$ cat src/rtl/operand_fetch_pkg.sv
// Shared constants, encodings and helpers for the operand-fetch stage.
package operand_fetch_pkg;

  localparam int unsigned DW   = 16;
  localparam int unsigned NREG = 8;
  localparam int unsigned AW   = $clog2(NREG);

  typedef enum logic [1:0] {
    SH_NONE = 2'b00,
    SH_LSL  = 2'b01,
    SH_LSR  = 2'b10,
    SH_ASR  = 2'b11
  } shift_e;

  typedef enum logic [1:0] {
    ALU_ADD = 2'b00,
    ALU_SUB = 2'b01,
    ALU_AND = 2'b10,
    ALU_NOT = 2'b11
  } aluop_e;

  typedef enum logic [1:0] {
    ST_IDLE   = 2'b00,
    ST_READ_A = 2'b01,
    ST_READ_B = 2'b10,
    ST_ISSUE  = 2'b11
  } state_e;

  // Operand-selection fields captured at the accept edge.
  typedef struct packed {
    logic [AW-1:0] rn;
    logic [AW-1:0] rm;
    shift_e        shift;
    logic          asel;
    logic          bsel;
    logic [4:0]    imm5;
  } instr_t;

  function automatic logic [DW-1:0] sext16(input logic [4:0] imm);
    return {{(DW-5){imm[4]}}, imm};
  endfunction

endpackage

$ cat src/rtl/operand_fetch_regfile.sv
// 8x16 register file: one combinational write-first read port, one write port.
module operand_fetch_regfile
  import operand_fetch_pkg::*;
(
  input  logic          clk,
  input  logic          reset,
  input  logic          we,
  input  logic [AW-1:0] waddr,
  input  logic [DW-1:0] wdata,
  input  logic [AW-1:0] raddr,
  output logic [DW-1:0] rdata
);

  logic [DW-1:0] mem [NREG];

  always_ff @(posedge clk) begin
    if (reset) begin
      for (int i = 0; i < int'(NREG); i++) mem[i] <= '0;
    end else if (we) begin
      mem[waddr] <= wdata;
    end
  end

  // Same-cycle write to the read index wins.
  assign rdata = (we && (waddr == raddr)) ? wdata : mem[raddr];

endmodule

$ cat src/rtl/operand_fetch.sv
// Operand-fetch stage: reads Rn then Rm, applies shift/selects, hands Ain/Bin to the ALU.
module operand_fetch
  import operand_fetch_pkg::*;
(
  input  logic          clk,
  input  logic          reset,
  input  logic          in_valid,
  output logic          in_ready,
  input  logic [AW-1:0] rn,
  input  logic [AW-1:0] rm,
  input  logic [AW-1:0] rd,
  input  logic [1:0]    shift,
  input  logic [1:0]    aluop,
  input  logic          asel,
  input  logic          bsel,
  input  logic [4:0]    imm5,
  output logic          out_valid,
  input  logic          out_ready,
  output logic [DW-1:0] Ain,
  output logic [DW-1:0] Bin,
  output logic [1:0]    ALUop,
  output logic [AW-1:0] rd_out,
  input  logic          wb_en,
  input  logic [AW-1:0] wb_addr,
  input  logic [DW-1:0] wb_data
);

  state_e        state, state_n;
  instr_t        instr_q, instr_n;
  logic [DW-1:0] ain_n, bin_n;
  logic [1:0]    aluop_n;
  logic [AW-1:0] rd_n;
  logic          out_valid_n;
  logic [AW-1:0] raddr;
  logic [DW-1:0] rdata;
  logic [DW-1:0] shifted;

  operand_fetch_regfile u_regfile (
    .clk   (clk),
    .reset (reset),
    .we    (wb_en),
    .waddr (wb_addr),
    .wdata (wb_data),
    .raddr (raddr),
    .rdata (rdata)
  );

  assign in_ready = (state == ST_IDLE);
  assign raddr    = (state == ST_READ_A) ? instr_q.rn : instr_q.rm;

  // Rm barrel shift; never applied to the immediate.
  always_comb begin
    shifted = rdata;
    case (instr_q.shift)
      SH_LSL:  shifted = {rdata[DW-2:0], 1'b0};
      SH_LSR:  shifted = {1'b0, rdata[DW-1:1]};
      SH_ASR:  shifted = {rdata[DW-1], rdata[DW-1:1]};
      default: shifted = rdata;
    endcase
  end

  always_comb begin
    state_n     = state;
    instr_n     = instr_q;
    ain_n       = Ain;
    bin_n       = Bin;
    aluop_n     = ALUop;
    rd_n        = rd_out;
    out_valid_n = 1'b0;
    case (state)
      ST_IDLE: begin
        if (in_valid) begin
          instr_n.rn    = rn;
          instr_n.rm    = rm;
          instr_n.shift = shift_e'(shift);
          instr_n.asel  = asel;
          instr_n.bsel  = bsel;
          instr_n.imm5  = imm5;
          aluop_n       = aluop;
          rd_n          = rd;
          state_n       = ST_READ_A;
        end
      end
      ST_READ_A: begin
        ain_n   = instr_q.asel ? '0 : rdata;
        state_n = ST_READ_B;
      end
      ST_READ_B: begin
        bin_n       = instr_q.bsel ? sext16(instr_q.imm5) : shifted;
        state_n     = ST_ISSUE;
        out_valid_n = 1'b1;
      end
      ST_ISSUE: begin
        if (out_ready) state_n = ST_IDLE;
        else           out_valid_n = 1'b1;
      end
      default: state_n = ST_IDLE;
    endcase
  end

  always_ff @(posedge clk) begin
    if (reset) begin
      state     <= ST_IDLE;
      instr_q   <= '0;
      Ain       <= '0;
      Bin       <= '0;
      ALUop     <= '0;
      rd_out    <= '0;
      out_valid <= 1'b0;
    end else begin
      state     <= state_n;
      instr_q   <= instr_n;
      Ain       <= ain_n;
      Bin       <= bin_n;
      ALUop     <= aluop_n;
      rd_out    <= rd_n;
      out_valid <= out_valid_n;
    end
  end

endmodule

$ cat config.mk
export PLATFORM = sky130hd
export DESIGN_NAME = operand_fetch
export DESIGN_NICKNAME = d
export VERILOG_FILES = /design/src/rtl/operand_fetch_pkg.sv /design/src/rtl/operand_fetch_regfile.sv /design/src/rtl/operand_fetch.sv
export SDC_FILE = /design/constraint.sdc
export NUM_CORES = 1
export LEC_CHECK = 0
export CAP_MARGIN = 20
export CORE_UTILIZATION = 63
export DETAILED_ROUTE_END_ITERATION = 8
export PLACE_DENSITY = 0.87
export SYNTH_ARGS = -nofsm -noshare
export SYNTH_HDL_FRONTEND = slang
export SYNTH_SLANG_ARGS = --single-unit
export TNS_END_PERCENT = 20
$ cat constraint.sdc
create_clock -name clk -period 5.15 [get_ports clk]
set_input_delay 0.515 -clock clk [delete_from_list [all_inputs] [get_ports clk]]
set_output_delay 0.515 -clock clk [all_outputs]
set_load 0.02 [all_outputs]
Word level (Yosys, flattened, before mapping)
Memories as Yosys holds them, arrays and structs flattened.
Index checks and enable logic that the tools add are counted.
- $add $sub $neg: 0
- $mul: 0
- div/mod/pow operators: 0
- order comparisons: 0
- equality and inequality tests: 9
- shift-type cells: 0
- multiplexer cells: 18
- bitwise operators: 0
- reduce and logical (&&, ||, !) cells: 5
- operators with widths (cell ; count):
    $mux W16 ; 4
    $pmux W16 S3 ; 1
    $reduce_or A16 Y1 ; 1
    $eq A2 B2 Y1 const B ; 4
    $pmux W2 S4 ; 1
    $mux W1 ; 7
    $mux W3 ; 2
    $eq A2 B1 Y1 const B ; 2
    $mux W2 ; 2
    $ne A2 B2 Y1 const B ; 2
    $reduce_and A2 Y1 ; 2
    $eq A3 B3 Y1 ; 1
    $logic_not A2 Y1 ; 1
    $pmux W1 S2 ; 1
    $logic_and A1 B1 Y1 ; 1
- flip-flop bits (word level): 55
- latch bits: 0
- bits in writable memories: 128
- ROM bits: 0
- input port bits: 44
- output and inout port bits: 39
- logic and storage cells: 45
- memories: 1
- memories (memory ; words ; bits a word ; rd ports ; clocked after memory_dff ; write ports ; RTL line ; RTL):
    u_regfile.mem ; 8 ; 16 ; 1 ; 0 ; 8 ; operand_fetch_regfile.sv:14 ; logic [DW-1:0] mem [NREG];

Longest topological paths before layout
Gate-level depths: netlist of run 1.
- depth after elaboration: 7
- gate-level depth with buffers: 12
- depth with buffers taken out: 9

Modules after synthesis
Synthesis of run 1 repeated with hierarchy kept, for this count alone.
- cells, all modules: 658
- area total of the unflattened synthesis: 8755.9 sq um
- by module, submodules not included (module ; instances ; cells an instance ; area an instance (sq um) ; sequential area each (sq um)):
    operand_fetch_regfile ; 1 ; 364 ; 6169.7 ; 3843.7
    operand_fetch ; 1 ; 294 ; 2586.2 ; 1101.1

Worst setup path before layout of run 1
OpenSTA, ideal clock, no wires.
- path kind: reg-to-reg
- from: reg state[1]
- to: reg Bin[3]
- library setup time: 131 ps
- data arrival time: 2389 ps
- data required time: 5019 ps
- setup slack: 2630 ps
- cell stages (with the launch flop): 12
- buffers on the path: 3
- period minus slack after synthesis: 2520 ps
- cell sequence: dfxtp_1 > inv_1 > ha_1 > buf_6 > mux2i_4 > xnor2_1 > or4b_1 > buf_2 > buf_6 > and3_1 > a221oi_1 > nor3_1
- word-level cells in the longest chain between the ends: 7
- elaborated cells between the ends (all ways): 9
- those cells by class: eq/ne (3); mux (4); reduce/logical (1); memory (1)
- ends and longest elaborated chain (what ; RTL line ; RTL):
    start, declared ; operand_fetch.sv:28 ; state_e state, state_n;
    start signal, assigned ; operand_fetch.sv:111 ; state <= state_n;
    branches (longest 7 deep; another with $mem_v2 Z8 W16) ; - ;
    end signal, assigned ; operand_fetch.sv:114 ; Bin <= bin_n;
    end, declared ; operand_fetch.sv:20 ; output logic [DW-1:0] Bin,
Parallel ways; which one is timed is not known.
A chain may end at the register's enable or synchronous reset.

Worst setup path in the final report of run 1
Ends and elaborated chain as after synthesis.

==> results.ini, run 1 <==
[grt]
grt_pass1_vias = 7809
top_usage_layer = met2
antenna_found_initial = 0
grt_overflow = 0
grtUsageMet2_pct = 58.4
grtUsageMet1_pct = 46.5
grt_pass1_wl_um = 41300
grt_usage_pct = 36.5
grt_max_degree = 65
use_met3_pct = 7.83

[yosys]
synth_ff_type = edfxtp_1
synth.avg_cell_area_sq_um = 9.62
ys_warn_count = 0
synth_cell_type_count = 59
synth_top_area_cell = edfxtp_1
syn_inst = 975
netlist_top_cells_area = edfxtp_1 (41%), dfxtp_1 (12%), and2_1 (8.9%)
ys_ff_latch = 183
synth_top_area_share_pct = 41.0
async_reset_ff_share_pct = 0
synth_commonest_cells = nand2_1 (139), and2_1 (133), edfxtp_1 (128)
synth_edf_count = 128
yosysSeqAreaShare_pct = 52.7
syn_nets = 1023
synth.most_common_cell = nand2_1
synth_area_sq_um = 9380

[sta]
final-setup-viol-count = 0
final_max_slew_viol_count = 0
setup_ws_ns = 1.23
setup_tns_ns = 0
relSlewSlack_pct = 28.2
fmax_mhz = 255
finalHoldViolCount = 0
worst_slew_pin_slew_ns = 1.07
holdWs_ns = 0.451
rsz0062_at_grt = no
finalClockSkew_ns = 0.00677
post-route-period-util_pct = 76.1
period_minus_slack_ns = 3.92

[final_layout]
layout.cells.non_filler = 1221
final_layout_size_suffix_gt1_share_pct = 6.75
multi_input_area_sq_um = 4090
synthToLayoutAreaGrowth_pct = 16.4
layout.nets = 1072
ff_latch_area_sq_um = 4950
antenna_cells = 0
fillers = 982

[pwr]
power_leakage_nw = 3.86
p_per_area_nw_per_um2 = 498
ir_drop_v = 0.000327

[worst_setup_path]
crit_required_ns = 5.45
cp.arrival_ns = 4.22
endpoint_kind = flip-flop
startpoint_type = flip-flop
crit_type = flip-flop to flip-flop
path_max_fanout = 25

[die]
core_area_sq_um = 14500
fp-row-count = 44
die_h_um = 124
start_util_pct = 64.6
dieArea_sq_um = 15400
io_pins = 83
die_w_um = 124

[clock_network]
clock_sinks = 183
cts-root-buf = clkbuf_16
cts_setup_buffers = 0
clk_pin_slew_ns = 0.06
cts_hold_buffers = 0
cts-resized-gates = 0
numCtsBuffers = 17
cts_tree = yes
h-tree-depth = 4
cts_buffer_depth = 2
clk_latency_ns = 0.44

[drt]
drc = 0
ant_nets = 0
post_drt_wl_per_cell_um = 22.1
num_vias = 8140
drt_pre_antenna_iters = 7
viasPerCell = 6.67
drt_iter0_drc = 1339
totalWireLength_um = 27000

[placed_design]
post-place-ws_ns = 1.41
numPortBuffers = 82
detailed_place_hpwl_um = 16700
place.gp.congestion = 0.909
place_inst = 1189

[hold_path]
holdCritPathClass = flip-flop to flip-flop

[job]
maxCapViolCount = 0

[outcome]
status = complete, no violations

## through the flow
| stage | cell area, sq um | total power (W) | util [%] |
|---|---|---|---|
| after floorplan | 9380 | 0.00327 | - |
| after global placement | 10300 | 0.00390 | 70.8 |
| after detailed placement | 10300 | 0.00396 | 70.8 |
| after CTS | 10900 | 0.00536 | 75.1 |
| after global routing | 10900 | 0.00565 | 75.1 |
| final | 10900 | 0.00543 | 75.1 |
## where the power goes
part           switching [W]  internal [W]
Sequential          0.000162       0.00177
Combinational        0.00132      0.000770
Clock               0.000563      0.000854
## critical path, cell delays in order (launching register included)
cell and delay [ns]:
dfxtp_1 0.34, inv_1 0.09, ha_1 0.60, buf_4 0.40, nand2_1 0.68, a21oi_1 0.37, a211oi_1 0.09, o32ai_1 0.64
o311ai_0 0.23, a221oi_1 0.25, nor3_1 0.08
## path summary, 6_finish.rpt
check / from / endpoint / slack, ns / cells after the start
worst max-delay path: state[1] / Bin[3] / 1.23 / 10
worst min register to register: ALUop[1] / ALUop[1] / 0.45 / 2
worst min-delay path: ALUop[1] / ALUop[1] / 0.45 / 2
worst max register to register: state[1] / Bin[3] / 1.23 / 10
## flip-flops by register name, indices dropped and copies added, names as in the netlist
register       cells
Ain               16
state              2
rd_out             3
instr_q           15
out_valid          1
u_regfile.mem    128
ALUop              2
Bin               16
## cell usage in the layout, fill, tap and decap left out, types with 3 or more instances in the layout
| cell | instances |
|---|---|
| inv_1 | 14 |
| ha_1 | 4 |
| a21oi_1 | 90 |
| or3_1 | 5 |
| clkinv_2 | 3 |
| o32ai_1 | 3 |
| nor2_1 | 62 |
| o22ai_1 | 22 |
| edfxtp_1 | 128 |
| o21ai_1 | 6 |
| o311ai_0 | 6 |
| a22o_1 | 3 |
| nor2b_1 | 31 |
| a311oi_1 | 3 |
| o21ai_0 | 34 |
| mux2_2 | 3 |
| mux2i_1 | 6 |
| clkdlybuf4s50_1 | 81 |
| xnor2_1 | 3 |
| o31ai_1 | 6 |
| clkinv_1 | 5 |
| a22oi_1 | 25 |
| clkbuf_16 | 17 |
| buf_4 | 20 |
| nor3_1 | 7 |
| nand2b_1 | 5 |
| nand2_1 | 139 |
| a211oi_1 | 22 |
| o21bai_1 | 6 |
| or2_2 | 8 |
| a31oi_1 | 5 |
| o211ai_1 | 12 |
| dfxtp_1 | 53 |
| a221oi_1 | 16 |
| and2_1 | 133 |
| o221ai_1 | 4 |
| bufinv_16 | 5 |
| nand3_1 | 9 |
## per-layer routing
metal / wire [um] / share of wire [%]
met1: 9930 / 37
met2: 12600 / 47
met3: 3260 / 12
met4: 1220 / 4.5
met5: 0 / 0
## final cells by class
class	instances	area share, %
timing repair buffer	102	8.85
tap	184	2.11
clock buffer	17	3.90
clock inverter	15	1.89
sequential	183	45.3
inverter	15	0.516
multi-input combinational	705	37.4
## cell families (layout without fill, tap and decap cells)
group | after synthesis | count (layout) | synth area share [%]
and+or+nand+nor | 407 | 407 | 21.8
AOI/OAI and AO/OA | 280 | 280 | 19.4
DFF | 183 | 183 | 52.7
buffers and inverters | 87 | 149 | 3.75
muxes | 11 | 11 | 1.48
adders and majority gates | 4 | 4 | 0.533
xor gates and xnor gates | 3 | 3 | 0.280
Power figures use the tool's default switching activity.
==> run 2: changes to the inputs <==
CORE_UTILIZATION = 53   (was 63)
PLACE_DENSITY = 0.78   (was 0.87)
clock period = 3.2 ns   (was 5.15 ns; I/O delays follow)
==> results.ini, run 2 (same netlist as run 1, synthesis figures left out) <==
[pwr]
p_clk_share_pct = 23.9  ; was 26.1%
p_per_area_nw_per_um2 = 784  ; was 498 nW/um^2
netSwitchingFraction_pct = 38.7  ; was 37.6%
switchingPower_w = 0.00338  ; was 0.00204 W
ir_drop_v = 0.000475  ; was 0.000327 V
combPwrFrac_pct = 40.8  ; was 38.4%
seqPwrFrac_pct = 35.3  ; was 35.5%
p_int_w = 0.00536  ; was 0.00339 W
power_leakage_nw = 3.96  ; was 3.86 nW

[clock_network]
clk_latency_ns = 0.45  ; was 0.44 ns
clk_pin_slew_ns = 0.07  ; was 0.06 ns
clock_sinks = 183  ; unchanged
cts_hold_buffers = 0  ; unchanged
cts-root-buf = clkbuf_16  ; unchanged
numCtsBuffers = 17  ; unchanged
cts_buffer_depth = 2  ; unchanged
cts_setup_buffers = 0  ; unchanged
h-tree-depth = 4  ; unchanged
cts_tree = yes  ; unchanged

[sta]
finalHoldViolCount = 0  ; unchanged
fmax_mhz = 330  ; was 255 MHz
period_minus_slack_ns = 3.03  ; was 3.92 ns
post-route-period-util_pct = 94.6  ; was 76.1%
worst_slew_pin_slew_ns = 1.12  ; was 1.07 ns
rsz0062_at_grt = no  ; unchanged
setup_ws_ns = 0.174  ; was 1.23 ns
final-setup-viol-count = 0  ; unchanged
final_max_slew_viol_count = 0  ; unchanged
relSlewSlack_pct = 25.1  ; was 28.2%
holdWs_ns = 0.416  ; was 0.451 ns
finalClockSkew_ns = 0.00969  ; was 0.00677 ns
setup_tns_ns = 0  ; unchanged

[final_layout]
layout.cells.most_common_list = nand2_1 (139), and2_1 (133), edfxtp_1 (128)  ; unchanged
multi_input_area_sq_um = 4090  ; unchanged
final_layout_size_suffix_gt1_share_pct = 9.22  ; was 6.75%
final_util_pct = 64.4  ; was 75.1%
synthToLayoutAreaGrowth_pct = 18.7  ; was 16.4%
final_common_cell = nand2_1  ; unchanged
final_area_sq_um = 11100  ; was 10,900 sq um
top_regs = u_regfile.mem: 128 flops, Ain: 16 flops, Bin: 16 flops  ; unchanged
layout.nets = 1098  ; was 1,072
largest_register = u_regfile.mem  ; unchanged
fillers = 1393  ; was 982
antenna_cells = 0  ; unchanged
ff_latch_area_sq_um = 4950  ; unchanged
largest_register_ffs = 128  ; unchanged

[worst_setup_path]
path_max_fanout = 12  ; was 25
cp.arrival_ns = 3.33  ; was 4.22 ns
crit_required_ns = 3.50  ; was 5.45 ns
crit_type = flip-flop to flip-flop  ; unchanged
endpoint_kind = flip-flop  ; unchanged
startpoint_type = flip-flop  ; unchanged
reg2reg_depth = 11  ; was 10

[grt]
grt_usage_pct = 31.6  ; was 36.5%
grt_pass1_wl_um = 42600  ; was 41,300 um
grt_max_degree = 61  ; was 65
antenna_found_initial = 0  ; unchanged
grt_pass1_vias = 7514  ; was 7,809
grt_overflow = 0  ; unchanged

[die]
start_util_pct = 54.3  ; was 64.6%
fp-row-count = 48  ; was 44
io_pins = 83  ; unchanged
die_w_um = 135  ; was 124 um
core_area_sq_um = 17300  ; was 14,500 sq um
dieArea_sq_um = 18200  ; was 15,400 sq um
die_h_um = 135  ; was 124 um

[placed_design]
numPortBuffers = 82  ; unchanged
dpl-instance-area_sq_um = 10600  ; was 10,300 sq um
detailed_place_hpwl_um = 18100  ; was 16,700 um
place.gp.congestion = 0.893  ; was 0.909
post-place-ws_ns = 0.234  ; was 1.41 ns

[drt]
drt_iter0_drc = 888  ; was 1,339
viasPerCell = 6.29  ; was 6.67
drt_pre_antenna_iters = 6  ; was 7
num_vias = 8098  ; was 8,140
post_drt_wl_per_cell_um = 22.0  ; was 22.1 um
drc = 0  ; unchanged
totalWireLength_um = 28300  ; was 27,000 um
ant_nets = 0  ; unchanged

[hold_path]
holdCritPathClass = input pin to flip-flop  ; was flip-flop to flip-flop
hold_depth = 3  ; was 2

[outcome]
status = complete, no violations  ; unchanged

[job]
maxCapViolCount = 0  ; unchanged

run 2: cell count changes in the layout (fill, tap and decap cells not counted):
cell	previous run	this run
buf_12	0	3
clkinv_1	5	2
buf_4	20	43
clkinv_2	3	0
bufinv_16	5	1
inv_8	0	2
o311ai_0	6	5
clkbuf_1	0	1
inv_6	1	5
o311ai_1	1	2
clkinvlp_4	0	3
run 2: final timing paths:
path / endpoint / slack [ns] / startpoint
max: Bin[13] / 0.17 / state[1]
min: instr_q[3] / 0.42 / imm5[3]
max reg2reg: Bin[13] / 0.17 / state[1]
min reg2reg: ALUop[0] / 0.45 / ALUop[0]
run 2: metrics by stage:
stage	total power (W)	cells
2_1_floorplan	0.00526	975
3_3_place_gp	0.00652	1256
3_5_place_dp	0.00659	1256
4_1_cts	0.00866	1288
5_1_grt	0.00910	1288
6_report	0.00874	1288
run 2: routing by layer:
layer / vias to the layer above / global-route usage, % / routed length (um)
met5: - / 0 / 0
met4: 0 / 14.9 / 1080
met3: 94 / 5.89 / 2850
met2: 545 / 52.1 / 13400
met1: 3801 / 40.3 / 10900
li1: 3658 / - / -
run 2: power by group through the flow:
stage                     Clock, W  Sequential (W)  Combinational [W]
after floorplan                  0         0.00322            0.00204
after global placement           0         0.00311            0.00340
after detailed placement         0         0.00313            0.00347
after CTS                  0.00209         0.00307            0.00350
after global routing       0.00217         0.00311            0.00382
final                      0.00209         0.00308            0.00357
run 2: repair_timing:
item                                    in CTS  in global routing
endpoints found under the setup margin       0                  1
endpoints found under the hold margin        0                  0
resized for setup                            0                  1
run 2: area by class of cell:
class / count / area share, %
Sequential cell: 183 / 44.4
Multi-Input combinational cell: 705 / 36.7
Timing Repair Buffer: 128 / 10.8
Clock buffer: 18 / 3.85
Tap cell: 225 / 2.53
Clock inverter: 14 / 1.26
Inverter: 15 / 0.505
run 2: critical path, cell delays in order, from the launching register on:
cell,delay [ns]
dfxtp_1,0.35
inv_1,0.09
ha_1,0.34
buf_4,0.24
mux2i_1,0.25
xnor2_1,0.15
or4b_1,0.55
buf_4,0.21
o21ai_1,0.12
o21ai_1,0.13
a221oi_1,0.33
a211oi_1,0.12
